**src/rtl/setup_rand_arbiter.sv**
```systemverilog
// -----------------------------------------------------------------------------
// setup_rand_arbiter
//
// This block shares the single random_32 generator among the setup-phase
// placers: 0 = nests, 1 = ants, 2 = patches. It works in the following order:
//   1. It strobes LD_seed for SEED_CYCLES cycles.
//   2. It waits for the first nonzero word and throws that word away.
//   3. It then buffers one fresh word at a time.
//   4. It hands each buffered word to exactly one requester, chosen by
//      round-robin arbitration.
//
// Handshake: a requester raises req[i] and holds it until it sees gnt[i].
// gnt[i] is registered and lasts one cycle, and gnt_data carries the word in
// that same cycle. The requester drops req[i] in the cycle after gnt[i].
// Because req[i] is still high while gnt[i] is visible, the arbiter masks the
// index it has just granted for that one cycle.
//
// Optional feature: define RAND_GRANT_CNT_EN to add grant_cnt. It holds
// per-requester saturating grant counters, which clear on reset and on every
// seed request.
//
// Ports:
//   setup_clk   in   setup clock
//   RESET_SIM   in   asynchronous, active-high reset
//   seed_req    in   one-cycle pulse; (re)starts the seed sequence
//   LD_seed     out  seed load strobe to random_32
//   rand_value  in   random_32 output word
//   rand_valid  in   one-cycle pulse: rand_value holds a new word
//   req         in   per-requester request levels
//   gnt         out  one-hot grant, one cycle wide
//   gnt_data    out  word delivered with gnt (0 when no grant)
//   gnt_id      out  index of the granted requester (0 when no grant)
//   ready       out  high while arbitration is running
//   zero_err    out  sticky: a zero word arrived while running
//   grant_cnt   out  per-requester grant counts (RAND_GRANT_CNT_EN only)
//   state_dbg   out  current FSM state, for debug and checkers
// -----------------------------------------------------------------------------
module setup_rand_arbiter #(
  parameter int NUM_REQ     = 3,
  parameter int REQ_bits    = 2,
  parameter int DATA_W      = 32,
  parameter int SEED_CYCLES = 4
) (
  input  logic                      setup_clk,
  input  logic                      RESET_SIM,
  input  logic                      seed_req,
  output logic                      LD_seed,
  input  logic [DATA_W-1:0]         rand_value,
  input  logic                      rand_valid,
  input  logic [NUM_REQ-1:0]        req,
  output logic [NUM_REQ-1:0]        gnt,
  output logic [DATA_W-1:0]         gnt_data,
  output logic [REQ_bits-1:0]       gnt_id,
  output logic                      ready,
  output logic                      zero_err,
`ifdef RAND_GRANT_CNT_EN
  output logic [NUM_REQ-1:0][15:0]  grant_cnt,
`endif
  output logic [1:0]                state_dbg
);

  localparam int CNT_W = (SEED_CYCLES > 1) ? $clog2(SEED_CYCLES) : 1;
  localparam logic [CNT_W-1:0]    CNT_LAST = CNT_W'(SEED_CYCLES - 1);
  localparam logic [REQ_bits-1:0] ID_LAST  = REQ_bits'(NUM_REQ - 1);

  typedef enum logic [1:0] {IDLE, SEED, WAIT_NZ, RUN} state_t;

  state_t                state, state_nxt;
  logic [CNT_W-1:0]      cnt, cnt_nxt;
  logic [DATA_W-1:0]     buf_q;
  logic                  buf_v;
  logic [REQ_bits-1:0]   last;

  logic                  rand_nz;
  logic [NUM_REQ-1:0]    req_eff;
  logic                  hi_found, lo_found;
  logic [REQ_bits-1:0]   hi_idx, lo_idx, win_idx;
  logic                  grant_now, refill;

  assign state_dbg = state;
  assign rand_nz   = |rand_value;
  // Hide the index granted last cycle: its req is still high while gnt shows.
  assign req_eff   = req & ~gnt;

  // Next-state logic. A seed request overrides every state.
  always_comb begin
    state_nxt = state;
    cnt_nxt   = cnt;
    case (state)
      IDLE: ;
      SEED: begin
        cnt_nxt = cnt + CNT_W'(1);
        if (cnt == CNT_LAST) begin
          state_nxt = WAIT_NZ;
          cnt_nxt   = '0;
        end
      end
      WAIT_NZ: if (rand_valid && rand_nz) state_nxt = RUN;
      RUN: ;
      default: state_nxt = IDLE;
    endcase
    if (seed_req) begin
      state_nxt = SEED;
      cnt_nxt   = '0;
    end
  end

  // Round-robin search. Requesters above `last` win first, lowest index
  // first; otherwise the search wraps to the lowest requesting index.
  always_comb begin
    hi_found = 1'b0;
    lo_found = 1'b0;
    hi_idx   = '0;
    lo_idx   = '0;
    for (int i = NUM_REQ - 1; i >= 0; i--) begin
      if (req_eff[i]) begin
        lo_found = 1'b1;
        lo_idx   = REQ_bits'(i);
        if (REQ_bits'(i) > last) begin
          hi_found = 1'b1;
          hi_idx   = REQ_bits'(i);
        end
      end
    end
    win_idx = hi_found ? hi_idx : lo_idx;
  end

  assign grant_now = (state == RUN) && !seed_req && buf_v && lo_found;
  // Capture a new word when the buffer is empty, or when its word leaves
  // in this same cycle.
  assign refill    = (state == RUN) && !seed_req && rand_valid && rand_nz &&
                     (!buf_v || grant_now);

  always_ff @(posedge setup_clk or posedge RESET_SIM) begin
    if (RESET_SIM) begin
      state    <= IDLE;
      cnt      <= '0;
      buf_q    <= '0;
      buf_v    <= 1'b0;
      last     <= ID_LAST;
      LD_seed  <= 1'b0;
      ready    <= 1'b0;
      zero_err <= 1'b0;
      gnt      <= '0;
      gnt_id   <= '0;
      gnt_data <= '0;
    end else begin
      state   <= state_nxt;
      cnt     <= cnt_nxt;
      LD_seed <= (state_nxt == SEED);
      ready   <= (state_nxt == RUN);

      if (state == RUN && rand_valid && !rand_nz) zero_err <= 1'b1;

      gnt      <= '0;
      gnt_id   <= '0;
      gnt_data <= '0;
      if (grant_now) begin
        gnt      <= NUM_REQ'(1) << win_idx;
        gnt_id   <= win_idx;
        gnt_data <= buf_q;
        last     <= win_idx;
      end

      if (seed_req || state != RUN) begin
        buf_v <= 1'b0;
      end else if (refill) begin
        buf_q <= rand_value;
        buf_v <= 1'b1;
      end else if (grant_now) begin
        buf_v <= 1'b0;
      end
    end
  end

`ifdef RAND_GRANT_CNT_EN
  always_ff @(posedge setup_clk or posedge RESET_SIM) begin
    if (RESET_SIM) begin
      grant_cnt <= '0;
    end else if (seed_req) begin
      grant_cnt <= '0;
    end else if (grant_now && grant_cnt[win_idx] != 16'hFFFF) begin
      grant_cnt[win_idx] <= grant_cnt[win_idx] + 16'd1;
    end
  end
`endif

endmodule

```
**config.mk**
```make
export PLATFORM = sky130hd
export DESIGN_NAME = setup_rand_arbiter
export DESIGN_NICKNAME = d
export VERILOG_FILES = /design/src/rtl/setup_rand_arbiter.sv
export SDC_FILE = /design/constraint.sdc
export NUM_CORES = 1
export LEC_CHECK = 0
export CAP_MARGIN = 10
export CORE_MARGIN = 1.5
export CORE_UTILIZATION = 48
export CTS_CLUSTER_DIAMETER = 120
export CTS_CLUSTER_SIZE = 28
export DETAILED_ROUTE_END_ITERATION = 7
export PLACE_DENSITY = 0.79
export SYNTH_ARGS = -nofsm -noshare
export SYNTH_HDL_FRONTEND = slang
export SYNTH_SLANG_ARGS = --single-unit
```
**constraint.sdc**
```tcl
create_clock -name setup_clk -period 2.78 [get_ports setup_clk]
set_clock_uncertainty 0.05 [all_clocks]
set_input_delay 0.417 -clock setup_clk [delete_from_list [all_inputs] [get_ports setup_clk]]
set_output_delay 0.417 -clock setup_clk [all_outputs]
set_load 0.03 [all_outputs]
```
# Yosys cells after proc, flatten, opt, wreduce, memory -nomap -nowiden

Index checks and enable logic that the tools add are counted.

Shifts and indexed selects: 1
Eq/ne operators: 7
Bitwise logic cells: 3
Reductions and logical operators: 18
Order comparisons: 3
Multiplexer cells: 32
Add/sub/neg operators: 1

Operators with widths:

| cell                                                                | count |
|---|---|
| 2-bit two-way mux                                                   | 17 |
| 32-bit two-way mux                                                  | 1 |
| 32-bit OR reduction                                                 | 1 |
| 1-bit two-way mux                                                   | 12 |
| 1-bit logical AND                                                   | 9 |
| 2-bit == test, second input constant                                | 4 |
| 2-bit by 1-bit == test with 1-bit output, second input constant     | 2 |
| 1-bit by 2-bit > comparator with 1-bit output, first input constant | 2 |
| 2-bit one-hot mux with 2 select lines                               | 1 |
| 3-bit bitwise AND                                                   | 1 |
| 1-bit zero test                                                     | 3 |
| 3-bit two-way mux                                                   | 1 |
| 3-bit inverter                                                      | 1 |
| 3-bit nonzero test                                                  | 1 |
| 1-bit by 2-bit left shift with 3-bit output, first input constant   | 1 |
| 2-bit by 1-bit adder with 2-bit output, second input constant       | 1 |
| 2-bit > comparator, first input constant                            | 1 |
| 1-bit logical OR                                                    | 2 |
| 2-bit inequality test, second input constant                        | 1 |
| 2-bit AND reduction                                                 | 1 |
| 2-bit nonzero test                                                  | 1 |
| 1-bit inverter                                                      | 1 |

Register bits after elaboration: 79
Input bits: 39
Output and inout port bits: 42
Logic and storage cells: 76

# Logic depth before layout (Yosys ltp)

Word-level depth: 10
Gate-level depth with buffers: 6
Depth with buffers taken out: 6

# Worst setup path after synthesis

OpenSTA, ideal clock, no wires.

Path type: register to register
Start point: reg state[0], in the netlist state_dbg[0]
End point: reg LD_seed
Setup slack: 0.833 ns
Stages on the path, launching flop included: 7
Path buffers: 0
Required time: 2.590 ns
Arrival time: 1.757 ns
Path through: dfrtp_1 inv_1 ha_1 o22ai_1 a221oi_1 or3_1 o22ai_1

Cells in the longest elaborated chain, start to end: 4
Elaborated cells between the ends (all ways): 7

Ends and longest elaborated chain:

| item                                                                      | line | text |
|---|---|---|
| start: declaration                                                        | 68   | `state_t state, state_nxt;` |
| start signal: assignment                                                  | 148  | `state <= state_nxt;` |
| 2-bit == test or 2-bit by 1-bit == test with 1-bit output (tied branches) | 89   | `case (state)` |
| 2-bit one-hot mux with 2 select lines *                                   | 89   |  |
| 2-bit two-way mux *                                                       | 102  | `if (seed_req) begin` |
| via state_nxt[1]                                                          | 68   |  |
| 2-bit by 1-bit == test with 1-bit output *                                | 150  | `LD_seed <= (state_nxt == SEED);` |
| end signal: assignment                                                    | 150  |  |
| end: declaration                                                          | 47   | `output logic LD_seed,` |

Mark *: on every way through the listed nets, which the timed path passes. The rest lies on a longest branch.
A chain may end at the register's enable or synchronous reset.

# Worst setup path after layout

Start point: in rand_value[29]
End point: reg buf_q[27]

Cells in the longest elaborated chain, start to end: 4

Ends and longest elaborated chain:

| item                            | line | text |
|---|---|---|
| start: declaration              | 48   | `input logic [DATA_W-1:0] rand_value,` |
| 32-bit OR reduction             | 81   | `assign rand_nz = \|rand_value;` |
| 1-bit logical AND (2 in series) | 131  | `assign refill = (state == RUN) && !seed_req && rand_valid && rand_nz &&` |
| 2-bit AND reduction (no line)   | -    |  |
| end signal: assignment          | 168  | `buf_q <= rand_value;` |
| end: declaration                | 70   | `logic [DATA_W-1:0] buf_q;` |

No other way between the ends.

==> flow_metrics.env <==
export IMPL_drtAntennaViolNets=0
export IMPL_overflow=0
export IMPL_syn_inst=214
export IMPL_fin_setup_tns_ns=0
export IMPL_num_vias=1948
export IMPL_hold_class="in2async"
export IMPL_yosys_most_used_dff="dfrtp_1"
export IMPL_p_leak_uw=0.001947
export IMPL_setup_ws_ns=0.4237
export IMPL_crit_path_end_kind="flip-flop"
export IMPL_hpwl_um=4087
export IMPL_cts_max_level=3
export IMPL_cts_inserted_buffers=9
export IMPL_ir_drop_mv=0.4460
export IMPL_remaining_drc_errors=0
export IMPL_cts_clk_slew_worst_paths_ns=0.07
export IMPL_ys_warn_count=0
export IMPL_utilization_pct=69.05
export IMPL_drive_above_1_share_pct=18.45
export IMPL_final_common_cell="clkdlybuf4s50_1"
export IMPL_regArea_mm2=0.001978
export IMPL_fin_crit_sh_pct=84.76
export IMPL_wl_per_cell_um=14.88
export IMPL_cts_root_buf="clkbuf_8"
export IMPL_worst_pin_slew_ns=0.8193
export IMPL_fp_dieW_um=82.29
export IMPL_dr_first_iter_drc_count=132
export IMPL_routed_via_density=5.073
export IMPL_yosysUniqueCellTypes=33
export IMPL_cts_setup_buffers=0
export IMPL_fmax_mhz=424.4
export IMPL_multi_input_area_um2=977.2
export IMPL_finalCriticalPeriod_ns=2.356
export IMPL_rsz0062_at_grt="no"
export IMPL_arrival_ns=2.52
export IMPL_cp_max_fo=10
export IMPL_powerDensity_mw_per_mm2=719.3
export IMPL_grt_max_degree=80
export IMPL_finalSetupViolCount=0
export IMPL_design_area_mm2=0.004136
export IMPL_finalHoldViolCount=0
export IMPL_core_area_mm2=0.005991
export IMPL_antenna_found_initial=0
export IMPL_grt_pass1_wl_um=9204
export IMPL_crit_type="in2reg"
export IMPL_ys_ff_latch=79
export IMPL_timing_reg2reg_setup_slack_ns=0.70
export IMPL_io_buffers=80
export IMPL_insertion_delay_ns=0.33
export IMPL_die_height_um=82.29
export IMPL_dieArea_mm2=0.006772
export IMPL_fin_nets=349
export IMPL_async_flop_share_pct=100.0
export IMPL_synth_fp_nets=258
export IMPL_slew_violations=0
export IMPL_yosysSeqAreaShare_pct=65.55
export IMPL_syn2layout_area_growth_pct=37.06
export IMPL_routed_wl_um=5714
export IMPL_grt_usage_pct=18.79
export IMPL_synth_edf_count=0
export IMPL_fillers=437
export IMPL_clock_path_buffers=2
export IMPL_initial_core_util_pct=50.38
export IMPL_firstDrtPassIters=4
export IMPL_critPathLaunchType="input pin"
export IMPL_cts_sinks=79
export IMPL_core_rowCount=28
export IMPL_placed_cells=369
export IMPL_ios=81
export IMPL_avgSynthCellArea_um2=14.10
export IMPL_final_cell_mix="clkdlybuf4s50_1 (80), dfrtp_1 (78), mux2_2 (32), and2_1 (32), clkbuf_8 (11)"
export IMPL_cts_hold_buf=0
export IMPL_status="finished, final reports clean"
export IMPL_gp_congestion=0.7461
export IMPL_cap_violations=0
export IMPL_pre_cts_ws_ns=0.1066
export IMPL_required_ns=2.94
export IMPL_placed_area_mm2=0.003939
export IMPL_diodes=0
export IMPL_relSlewSlack_pct=45.08
export IMPL_final_cells=384
export IMPL_post_cts_resized=0
export IMPL_grt_pass1_vias=1940
export IMPL_cts_tree="done"
export IMPL_synth_area_mm2=0.003018
[state kept, by name, indices dropped and copies added, names as in the netlist]
| signal | flops |
|---|---|
| LD_seed | 1 |
| buf_q | 32 |
| buf_v | 1 |
| cnt | 2 |
| gnt | 3 |
| gnt_data | 32 |
| gnt_id | 2 |
| last | 2 |
| ready | 1 |
| state_dbg | 2 |
| zero_err | 1 |
[per-layer routing]
layer | track usage, % | wire, um | vias to the layer above
met2 | 29.02 | 2721 | 63
li1 | - | - | 919
met1 | 25.57 | 2568 | 962
met3 | 3.187 | 364 | 4
met5 | 0 | 0 | -
met4 | 9.661 | 60 | 0
[path summary, 6_finish.rpt]
path / start / end / depth (start not counted)
max: rand_value[29] / buf_q[27] / 6
max reg2reg: gnt[2] / gnt_data[15] / 5
min in group setup_clk: buf_q[24] / gnt_data[24] / 1
min reg2reg: buf_q[24] / gnt_data[24] / 1
min: RESET_SIM / gnt_data[30] / 3
max in group asynchronous: RESET_SIM / last[1] / 3
[where the power goes]
group          switching [uW]  internal, uW  total (uW)
combinational             256           362         618
clock                     379           458         837
sequential                118          1400        1520
total                     753          2220        2980
[synth_stat cells (3+ instances only)]
cell type	count	share of area (%)
a21oi_1	3	0.50
and2_1	32	6.6
and2b_1	3	0.75
and3_1	3	0.62
buf_6	3	1.1
clkbuf_1	3	0.37
dfrtp_1	78	65
ha_1	5	2.1
inv_1	8	1.0
mux2_2	32	12
nor2_1	5	0.62
nor4_1	8	1.7
o22ai_1	4	0.83
[worst max-delay path, stage by stage]
cell and delay [ns]:
clkdlybuf4s50_1 0.44, nor4_1 0.48, nand4_1 0.29, o21bai_4 0.30
buf_4 0.24, mux2_2 0.35
[final cells by class]
cell class	count	share of cell area (%)
multi-input combinational	121	23.62
tap	75	2.269
timing repair buffer	86	20.75
inverter	8	0.7562
clock inverter	3	1.028
clock buffer	12	3.751
sequential	79	47.82
[logic make-up after synthesis]
logic type	synth area share (%)
DFF	65.55
adders and majority gates	2.073
muxes	12.27
xor gates and xnor gates	0.2903
and+or+nand+nor	12.77
AOI/OAI and AO/OA	4.560
buffers and inverters	2.487
[metrics by stage]
step	hold slack (ns)	power, uW
2_1_floorplan	0.3974	1963
3_3_place_gp	0.4088	2126
3_5_place_dp	0.4106	2165
4_1_cts	0.4275	3004
5_1_grt	0.4448	3146
6_report	0.4256	2975
Note: power is estimated with default switching activity, not from simulation.
